<file path="src/rtl/conv_frame_writer.sv">
// Frame writer: tracks the raster position of convolution samples, zeroes the
// border, converts to saturated magnitude and buffers {addr, value} in a small
// first-word fall-through FIFO that drives a ready/valid frame-memory write port.
module conv_frame_writer #(
  parameter int unsigned WIDTH      = 1280,
  parameter int unsigned HEIGHT     = 960,
  parameter int unsigned ADDR_W     = 21,
  parameter int unsigned FIFO_DEPTH = 4,
  parameter int unsigned BORDER     = 2
) (
  input  logic              clk,
  input  logic              rst,
  input  logic              start,
  input  logic [11:0]       conv_data,
  input  logic              conv_valid,
  output logic              wr_valid,
  input  logic              wr_ready,
  output logic [ADDR_W-1:0] wr_addr,
  output logic [11:0]       wr_data,
  output logic              busy,
  output logic              frame_done,
  output logic              overflow
);

  localparam int unsigned DATA_W = 12;
  localparam int unsigned XW     = (WIDTH > 1) ? $clog2(WIDTH) : 1;
  localparam int unsigned YW     = (HEIGHT > 1) ? $clog2(HEIGHT) : 1;
  localparam int unsigned CW     = $clog2(FIFO_DEPTH + 1);
  localparam logic [DATA_W-1:0] MAG_MAX = 12'h7FF;

  typedef enum logic [1:0] {
    IDLE  = 2'd0,
    RUN   = 2'd1,
    DRAIN = 2'd2
  } state_t;

  typedef struct packed {
    logic [ADDR_W-1:0] addr;
    logic [DATA_W-1:0] data;
  } entry_t;

  state_t            state_q, state_d;
  logic              done_d;
  logic [XW-1:0]     x_q;
  logic [YW-1:0]     y_q;
  logic [ADDR_W-1:0] addr_q;
  entry_t            fifo_q [FIFO_DEPTH];
  entry_t            fifo_d [FIFO_DEPTH];
  entry_t            new_entry;
  logic [CW-1:0]     cnt_q, cnt_d, wr_idx;
  logic              valid_q;
  logic              sample, last_px, full, pop, push, drop, border;
  logic [DATA_W-1:0] neg, mag, pix;

  assign sample  = (state_q == RUN) && conv_valid;
  assign last_px = (x_q == XW'(WIDTH - 1)) && (y_q == YW'(HEIGHT - 1));
  assign full    = (cnt_q == CW'(FIFO_DEPTH));
  assign pop     = valid_q && wr_ready;
  // A full FIFO still takes a sample when the head leaves in the same cycle.
  assign push    = sample && (!full || pop);
  assign drop    = sample && full && !pop;

  assign wr_valid = valid_q;
  assign wr_addr  = fifo_q[0].addr;
  assign wr_data  = fifo_q[0].data;
  assign busy     = (state_q != IDLE);

  // Border zeroing and saturated magnitude; -2048 clamps to 2047.
  always_comb begin
    neg    = DATA_W'(~conv_data + 12'd1);
    mag    = conv_data;
    if (conv_data[DATA_W-1]) begin
      mag = neg[DATA_W-1] ? MAG_MAX : neg;
    end
    border = (32'(x_q) < BORDER) || (32'(y_q) < BORDER);
    pix    = border ? '0 : mag;
  end

  // Shift-style FIFO: slot 0 is the head, so it holds its value once emptied.
  always_comb begin
    fifo_d         = fifo_q;
    new_entry.addr = addr_q;
    new_entry.data = pix;
    wr_idx         = pop ? (cnt_q - CW'(1)) : cnt_q;
    if (pop) begin
      for (int i = 0; i < int'(FIFO_DEPTH) - 1; i++) begin
        if (CW'(i + 1) < cnt_q) fifo_d[i] = fifo_q[i + 1];
      end
    end
    if (push) begin
      for (int i = 0; i < int'(FIFO_DEPTH); i++) begin
        if (wr_idx == CW'(i)) fifo_d[i] = new_entry;
      end
    end
    cnt_d = cnt_q + CW'(push) - CW'(pop);
  end

  // Next-state logic for the frame capture sequence.
  always_comb begin
    state_d = state_q;
    done_d  = 1'b0;
    case (state_q)
      IDLE:  if (start) state_d = RUN;
      RUN:   if (sample && last_px) state_d = DRAIN;
      DRAIN: begin
        if ((cnt_q == '0) && !valid_q) begin
          state_d = IDLE;
          done_d  = 1'b1;
        end
      end
      default: state_d = IDLE;
    endcase
  end

  // State register.
  always_ff @(posedge clk) begin
    if (rst) state_q <= IDLE;
    else     state_q <= state_d;
  end

  // Raster position and address; dropped samples still advance the address.
  always_ff @(posedge clk) begin
    if (rst || ((state_q == IDLE) && start)) begin
      x_q    <= '0;
      y_q    <= '0;
      addr_q <= '0;
    end else if (sample) begin
      addr_q <= addr_q + ADDR_W'(1);
      if (x_q == XW'(WIDTH - 1)) begin
        x_q <= '0;
        y_q <= (y_q == YW'(HEIGHT - 1)) ? '0 : (y_q + YW'(1));
      end else begin
        x_q <= x_q + XW'(1);
      end
    end
  end

  // FIFO storage, occupancy and write-valid flag.
  always_ff @(posedge clk) begin
    if (rst) begin
      cnt_q   <= '0;
      valid_q <= 1'b0;
      for (int i = 0; i < int'(FIFO_DEPTH); i++) fifo_q[i] <= '0;
    end else begin
      cnt_q   <= cnt_d;
      valid_q <= (cnt_d != '0);
      fifo_q  <= fifo_d;
    end
  end

  // Sticky overflow and the end-of-frame pulse.
  always_ff @(posedge clk) begin
    if (rst) begin
      overflow   <= 1'b0;
      frame_done <= 1'b0;
    end else begin
      frame_done <= done_d;
      if ((state_q == IDLE) && start) overflow <= 1'b0;
      else if (drop)                  overflow <= 1'b1;
    end
  end

endmodule
</file>
<file path="config.mk">
export PLATFORM = sky130hd
export DESIGN_NAME = conv_frame_writer
export DESIGN_NICKNAME = d
export VERILOG_FILES = /design/src/rtl/conv_frame_writer.sv
export SDC_FILE = /design/constraint.sdc
export NUM_CORES = 1
export LEC_CHECK = 0
export ABC_AREA = 1
export CAP_MARGIN = 10
export CORE_MARGIN = 2
export CORE_UTILIZATION = 60
export DETAILED_ROUTE_END_ITERATION = 6
export PLACE_DENSITY = 0.78
export SLEW_MARGIN = 20
export SYNTH_ARGS = -nofsm -noshare
export SYNTH_HDL_FRONTEND = slang
export SYNTH_SLANG_ARGS = --single-unit
</file>
<file path="constraint.sdc">
create_clock -name clk -period 3.2 [get_ports clk]
set_clock_uncertainty 0.1 [all_clocks]
set_input_delay 0.48 -clock clk [delete_from_list [all_inputs] [get_ports clk]]
set_output_delay 0.48 -clock clk [all_outputs]
set_load 0.01 [all_outputs]
</file>
# After elaboration in Yosys (flattened, before gate mapping)
# Index checks and enable logic that the tools add are counted.
# op_classes
div_mod_pow	0
bitwise_logic	2
mul	0
add_sub_neg	7
eq_ne	11
shifts	0
muxes	20
magnitude_cmp	5
n_reduce_logical	25
# ops
operator	n
33-bit two-way mux	7
132-bit two-way mux	1
99-bit two-way mux	1
11-bit two-way mux	3
21-bit by 1-bit adder with 21-bit output, second input constant	1
12-bit by 1-bit adder with 12-bit output, second input constant	1
12-bit two-way mux	1
12-bit NOT	1
11-bit by 1-bit adder with 11-bit output, second input constant	1
11-bit == test, second input constant	1
11-bit by 2-bit < comparator with 1-bit output, second input constant	1
10-bit by 1-bit adder with 10-bit output, second input constant	1
10-bit == test, second input constant	1
10-bit by 2-bit < comparator with 1-bit output, second input constant	1
10-bit two-way mux	1
1-bit logical AND	9
3-bit by 2-bit == test with 1-bit output, second input constant	2
3-bit logical NOT	2
2-bit by 3-bit < comparator with 1-bit output, first input constant	2
2-bit two-way mux	3
2-bit case mux with 3 select lines	1
2-bit inequality test, second input constant	2
2-bit AND reduction	2
2-bit OR reduction	2
other kinds (18)	22
# totals
latchBits	0
input_bits	17
elab_cells	86
memories	0
ram_bits	0
mem_bits_ro	0
register_bits	182
output_inout_bits	37

# Depth between registers and ports, before layout
# Gate-level depths: netlist (run 1).
# logic_depth
ltp_word	7
mapped_depth	12
ltp_nobuf	11

# Least setup slack after synthesis (run 1)
# No wires, ideal clock.
# synth_path
path_kind	input to register
startpoint	input wr_ready
endpoint	register valid_q (netlist: wr_valid)
required_ps	2972
path_stages	10
path_slack_ps	944
setup_ps	128
n_path_buf	1
arrival_ps	2028
cell_sequence	nand2_4 > inv_2 > clkbuf_1 > ha_1 > inv_1 > ha_1 > inv_1 > fa_1 > xnor2_1 > a31oi_1
# synth_via
elab_chain_len	6
# synth_lines
element	line	text
from (decl)	17	input logic wr_ready,
1-bit logical AND *	58	assign pop = valid_q && wr_ready;
1-bit logical OR	60	assign push = sample && (!full || pop);
1-bit logical AND	60	
3-bit by 1-bit adder with 3-bit output	95	cnt_d = cnt_q + CW'(push) - CW'(pop);
3-bit by 1-bit subtractor with 3-bit output *	95	
3-bit nonzero test *	146	valid_q <= (cnt_d != '0);
to (signal assigned)	146	
to (decl)	51	logic valid_q;
# Mark *: on every way between the ends. The rest lies on a longest branch, timed or not.
# A chain may end at the register's enable or synchronous reset.

# Worst setup path after layout (run 1)
# layout_path
startpoint	register cnt_q[1]
endpoint	register valid_q (netlist: wr_valid)
# layout_via
elab_chain_len	7
# layout_lines
element	line	text
from (decl)	50	logic [CW-1:0] cnt_q, cnt_d, wr_idx;
from (signal assigned)	145	cnt_q <= cnt_d;
3-bit == test	57	assign full = (cnt_q == CW'(FIFO_DEPTH));
1-bit logical NOT	60	
1-bit logical OR	60	
1-bit logical AND	60	
3-bit by 1-bit adder with 3-bit output *	95	
3-bit by 1-bit subtractor with 3-bit output *	95	
3-bit nonzero test *	146	
# Marks and branches as above.

==> reports/metrics.yaml, run 1 <==
status:
  status: "finished, final reports clean"
cts:
  cts_tree: "built"
  clk_latency_ns: 0.44
  cts_resized: 0
  cts_inserted_buffers: 17
  path_clk_slew_ns: 0.06
  cts_buffer_depth: 2
  root_buffer: "clkbuf_16"
  ctsHoldBuffers: 0
  cts.htree.levels: 4
  cts_setup_buffers: 0
  cts_num_sinks: 181
layout:
  fin_cells: 1541
  seqCellArea_um2: 3620
  diodes: 0
  n_fill_cell: 1320
  finalInstanceArea_um2: 10100
  drive_above_1_share_pct: 6.65
  layout_common_cells: "nand2_1 (302), dfxtp_1 (181), nor2_1 (176), nand3_1 (135), o21ai_0 (122)"
  utilization_pct: 67.0
  multiInputGateArea_um2: 4560
  layout_commonest_cell: "nand2_1"
  syn_to_final_growth_pct: 9.50
  fin_nets: 1369
critical_path:
  path_cells: "inv_1 -> ha_1 -> nand3_1 -> nand2_4 -> ha_1 -> inv_1 -> ha_1 -> inv_1 -> fa_1 -> xnor2_1 -> a31oi_1"
  arrival_ns: 2.65
  rr_worst_depth: 11
  critPathMaxStageDelay_ns: 0.41
  path_buf_inv: 3
  end_kind: "register"
  crit_required_ns: 3.41
  path_max_fanout: 4
  worstSetupStartpointType: "register"
  r2r_end: "wr_valid"
  critPathKind: "register to register"
  r2r-start: "cnt_q[1]"
  worst_path_max_delay_cell: "dfxtp_1"
  reg2reg_slack_ns: 0.76
  critPathTopFamily: "adder cells"
timing:
  max_slew_margin_pct: 52.4
  fin_crit_sh_pct: 76.2
  fin_setup_tns_ns: 0
  worst_pin_slew_ns: 0.712
  fin_crit_ns: 2.44
  finalSetupViolCount: 0
  finalWorstSetupSlack_ns: 0.763
  fmax_ghz: 0.410
  hold_viol: 0
  rsz0062_at_grt: "no"
  maxSlewViolCount: 0
  holdWs_ns: 0.349
synth:
  syn_avg_cell_area_um2: 6.80
  synth.net_count: 1392
  yosysWarningCount: 0
  syn_area_um2: 9270
  synthDistinctLibCells: 38
  ys_seq_area_share_pct: 39.1
  synth_seq_cells: 181
  synthCells: 1363
worst_hold_path:
  min_path_cells: 2
  hold_end: "fifo_q[27]"
  holdCritStartpoint: "fifo_q[27]"
  hold_path_class: "register to register"
power:
  seqPwrFrac_pct: 42.2
  combPwrFrac_pct: 22.1
  p_int_mw: 4.06
  totalPowerFinal_mw: 5.97
  powerDensity_nw_per_um2: 588
  p_switching_mw: 1.90
  p_leak_nw: 4.19
  clockPowerShare_pct: 35.7
  peakVddDrop_v: 0.000409
  swShare_pct: 31.9
drt:
  dr.pass1.iters: 5
  detail-route-antenna-nets: 0
  vias: 8542
  vias_per_cell: 5.54
  wl_per_cell_um: 14.3
  drt_wl_total_um: 22100
  drcViolationCount: 0
  first_iter_violations: 809
placement:
  hpwl_um: 14200
  placedCellCount: 1509
  gp_congestion: 0.907
  pre_cts_slack_ns: 0.424
  post_dp_cell_area_um2: 9560
  io_buffer_count: 53
grt:
  grt_overflow: 0
  grt_pass1_wl_um: 37100
  track_usage_pct: 28.0
  antenna_found_initial: 0
  grt_start_max_net_pins: 130
  grt_pass1_vias: 7472
floorplan:
  core-area_um2: 15100
  dieArea_um2: 16500
  rows: 45
  ioPinCount: 54
  start_util_pct: 61.2
  die_x_um: 128
  die_h_um: 128
run:
  maxCapViolCount: 0
## tightest hold or removal path, cell delays in order (launching register included)
cell and delay [ns]:
dfxtp_1 0.30, inv_1 0.05, a21oi_1 0.05
## sequential cells by signal, summed over array words and instances (netlist names)
| name | count |
|---|---|
| fifo_q | 98 |
| addr_q | 21 |
| wr_addr | 21 |
| wr_data | 12 |
| x_q | 11 |
| y_q | 10 |
| cnt_q | 3 |
| state_q | 2 |
| frame_done | 1 |
| overflow | 1 |
| wr_valid | 1 |
## cell usage after synthesis
cell | instances | share of area, %
nor3_1 | 17 | 0.92
clkbuf_1 | 45 | 1.8
a211oi_1 | 2 | 0.16
nand3_2 | 1 | 0.11
a31oi_1 | 1 | 0.068
nor2_1 | 176 | 7.1
nor3_2 | 1 | 0.11
buf_4 | 44 | 3.6
nand2_1 | 302 | 12
xnor2_1 | 3 | 0.28
o211a_1 | 15 | 1.6
or2_2 | 7 | 0.47
nand2_4 | 3 | 0.36
nor3b_1 | 2 | 0.16
a21oi_1 | 100 | 5.4
buf_2 | 16 | 0.86
inv_2 | 9 | 0.36
nor4_1 | 1 | 0.068
nor3b_2 | 1 | 0.13
nor2_8 | 1 | 0.22
o21ai_1 | 7 | 0.38
inv_1 | 100 | 4.0
nor2_2 | 4 | 0.27
nand2_2 | 5 | 0.34
buf_1 | 3 | 0.12
nand3_1 | 135 | 7.3
buf_6 | 7 | 0.85
o21ai_0 | 122 | 6.6
o22ai_1 | 1 | 0.068
xor2_1 | 12 | 1.1
nand3b_1 | 5 | 0.41
nor2_4 | 3 | 0.36
nand4_1 | 17 | 1.1
ha_1 | 11 | 1.5
fa_1 | 1 | 0.22
dfxtp_1 | 181 | 39
clkbuf_2 | 1 | 0.054
o21ai_2 | 1 | 0.095
## routing by layer
layer / GRT usage [%] / wire length (µm) / up-vias
li1: - / - / 4341
met1: 39.6 / 10200 / 3824
met2: 42.5 / 9620 / 343
met3: 5.88 / 1830 / 34
met4: 9.50 / 448 / 0
met5: 0 / 0 / -
## cell type report
| type | instances | share of cell area [%] |
|---|---|---|
| Inverter | 109 | 4.03 |
| Tap cell | 188 | 2.32 |
| Sequential cell | 181 | 35.7 |
| Multi-Input combinational cell | 957 | 44.9 |
| Clock inverter | 15 | 1.66 |
| Clock buffer | 17 | 4.19 |
| Timing Repair Buffer | 74 | 7.15 |
## kinds of logic after synthesis
group	count (synthesis)	synth area share, %
flip-flops	181	39.1
adder cells (fa/ha/maj)	12	1.70
buffers and inverters	225	11.7
AO/OA/AOI/OAI	249	14.4
AND/OR/NAND/NOR	681	31.7
XOR/XNOR	15	1.42
## worst max path at each step
| stage | startpoint | endpoint | depth (start not counted) |
|---|---|---|---|
| floorplan | wr_ready | wr_valid | 10 |
| global placement | wr_ready | wr_valid | 11 |
| detailed placement | wr_ready | wr_valid | 11 |
| CTS | cnt_q[1] | wr_valid | 11 |
| global route | cnt_q[1] | wr_valid | 11 |
| finish | cnt_q[1] | wr_valid | 11 |
## power by group through the flow
stage	Combinational, mW	Clock (mW)	Sequential (mW)
floorplan	0.985	0	2.54
CTS	1.31	2.15	2.52
global route	1.47	2.25	2.54
finish	1.32	2.13	2.52
detailed placement	1.30	0	2.57
global placement	1.27	0	2.57
Note: power is estimated with default switching activity, not from simulation.
==> inputs of run 2 (changes only) <==
clock period = 2.48 ns   (was 3.2 ns; I/O delays follow)
==> reports/metrics.yaml, run 2 (same netlist as run 1, synthesis figures left out) <==
layout:
  layout_common_cells: "nand2_1 (302), dfxtp_1 (179), nor2_1 (176), nand3_1 (135), o21ai_0 (122)"
  fin_nets: 1374  # +0.37%
  utilization_pct: 68.1  # +1.0 points
  diodes: 0  # unchanged
  n_fill_cell: 1309  # -0.83%
  seqCellArea_um2: 3630  # about the same
  syn_to_final_growth_pct: 11.2
  layout_commonest_cell: "nand2_1"
  multiInputGateArea_um2: 4570  # +0.16%
  drive_above_1_share_pct: 7.07  # +0.42 points
  largest_reg_flops: 98  # unchanged
  finalInstanceArea_um2: 10300  # +1.6%
  largest_register: "fifo_q"
drt:
  dr_wl_met3_um: 1440  # -21%
  dr_wl_met2_um: 9690  # +0.71%
  drcViolationCount: 0  # unchanged
  vias_per_cell: 5.48  # -1.1%
  vias: 8479  # -0.74%
  dr.pass1.iters: 6  # +1
  maxUsedRoutingLayer: "met4"
  m1WireLength_um: 10400  # +2.5%
  wl_per_cell_um: 14.2  # -1.2%
  drt_wl_total_um: 21900  # -0.91%
  first_iter_violations: 896  # +11%
  detail-route-antenna-nets: 0  # unchanged
critical_path:
  worst_path_max_delay_cell: "fa_1"
  critPathTopFamily: "adder cells"
  rr_worst_depth: 11  # unchanged
  arrival_ns: 2.58  # -0.07 ns
  crit_required_ns: 2.69  # -0.72 ns
  worstSetupStartpointType: "register"
  critPathKind: "register to register"
  critPathMaxStageDelay_ns: 0.40  # about the same
  path_max_fanout: 5  # +1
  reg2reg_slack_ns: 0.12  # -0.65 ns
  path_cells: "inv_1 -> ha_1 -> nand3_1 -> nand2_4 -> ha_1 -> inv_1 -> ha_1 -> inv_1 -> fa_1 -> xnor2_2 -> a31oi_1"
  r2r_end: "wr_valid"
  cp_num_cells: 11  # unchanged
  path_buf_inv: 3  # unchanged
  r2r-start: "cnt_q[0]"
  end_kind: "register"
timing:
  worst_pin_slew_ns: 0.739  # +0.0268 ns
  maxSlewViolCount: 0  # unchanged
  rsz0062_at_grt: "no"
  fin_crit_ns: 2.36  # -0.0743 ns
  max_slew_margin_pct: 50.6  # -1.8 points
  finalWorstSetupSlack_ns: 0.117  # -0.646 ns
  holdWs_ns: 0.347  # -0.00187 ns
  fmax_ghz: 0.423  # +3.1%
  finalSetupViolCount: 0  # unchanged
  fin_crit_sh_pct: 95.3  # +19 points
  hold_viol: 0  # unchanged
floorplan:
  dieArea_um2: 16500  # unchanged
  start_util_pct: 61.2  # unchanged
  rows: 45  # unchanged
  die_h_um: 128  # unchanged
  core-area_um2: 15100  # unchanged
  ioPinCount: 54  # unchanged
  die_x_um: 128  # unchanged
power:
  combPwrFrac_pct: 21.8  # -0.3 points
  clockPowerShare_pct: 36.8  # +1.1 points
  seqPwrFrac_pct: 41.4  # -0.8 points
  p_int_mw: 5.49  # +35%
  p_switching_mw: 2.39  # +26%
  powerDensity_nw_per_um2: 764  # +30%
  p_leak_nw: 4.27  # +1.8%
  peakVddDrop_v: 0.000492  # +20%
  swShare_pct: 30.3  # -1.6 points
  totalPowerFinal_mw: 7.88  # +32%
cts:
  cts_buffer_depth: 2  # unchanged
  path_clk_slew_ns: 0.07  # about the same
  cts_tree: "built"
  root_buffer: "clkbuf_16"
  cts.htree.levels: 4  # unchanged
  cts_inserted_buffers: 17  # unchanged
  cts_num_sinks: 181  # unchanged
  clk_latency_ns: 0.43  # about the same
worst_hold_path:
  min_path_cells: 2  # unchanged
  holdCritStartpoint: "fifo_q[23]"
  hold_end: "fifo_q[23]"
  hold_path_class: "register to register"
placement:
  gp_congestion: 0.905  # -0.21%
  io_buffer_count: 53  # unchanged
  hpwl_um: 14400  # +1.1%
  post_dp_cell_area_um2: 9670  # +1.2%
  pre_cts_slack_ns: -0.112  # -0.536 ns
grt:
  grt_overflow: 0  # unchanged
  track_usage_pct: 27.3  # -0.65 points
  grt_pass1_wl_um: 36600  # -1.3%
  grt_start_max_net_pins: 130  # unchanged
  grt_pass1_vias: 7408  # -0.86%
  antenna_found_initial: 0  # unchanged
status:
  status: "finished, final reports clean"
run:
  maxCapViolCount: 0  # unchanged
## run 2: repair_timing
item / 4_1_cts / 5_1_grt
setup endpoints to repair: 0 / 2
endpoints found under the hold margin: 0 / 0
setup buffers: 0 / 0
resized for setup: 0 / 3
hold buffers: 0 / 0
## run 2: worst min-delay path: stages (launching register included)
cell	delay, ns
dfxtp_1	0.30
inv_1	0.05
a21oi_1	0.05
## run 2: per-layer routing
metal | vias up | global-route usage (%)
met4 | 0 | 9.50
met1 | 3817 | 39.0
met5 | - | 0
met2 | 286 | 42.0
met3 | 27 | 4.30
li1 | 4349 | -
## run 2: stage by stage
step                cells  TNS (ns)
floorplan            1363         0
global placement     1514   -0.0179
detailed placement   1514    -0.961
CTS                  1546         0
global route         1546         0
finish               1546         0
## run 2: cell type report
cell class                 count  share of cell area, %
clock buffer                  19                   4.20
tap                          188                   2.28
sequential                   181                   35.2
clock inverter                13                   1.91
multi-input combinational    957                   44.3
timing repair buffer          79                   8.13
inverter                     109                   3.97
## run 2: power groups by stage
stage | clock (mW) | combinational [mW] | sequential, mW
floorplan | 0 | 1.27 | 3.28
global placement | 0 | 1.64 | 3.32
detailed placement | 0 | 1.67 | 3.32
CTS | 2.94 | 1.69 | 3.26
global route | 3.04 | 1.91 | 3.28
finish | 2.90 | 1.72 | 3.26
## run 2: how the worst max path moves through the flow
stage / from / endpoint / slack, ns
finish: cnt_q[0] / wr_valid / 0.12
global route: cnt_q[0] / wr_valid / 0.01
CTS: cnt_q[1] / wr_valid / 0.05
detailed placement: conv_valid / wr_valid / -0.11
global placement: conv_valid / wr_valid / -0.02
floorplan: cnt_q[1] / wr_valid / 0.24
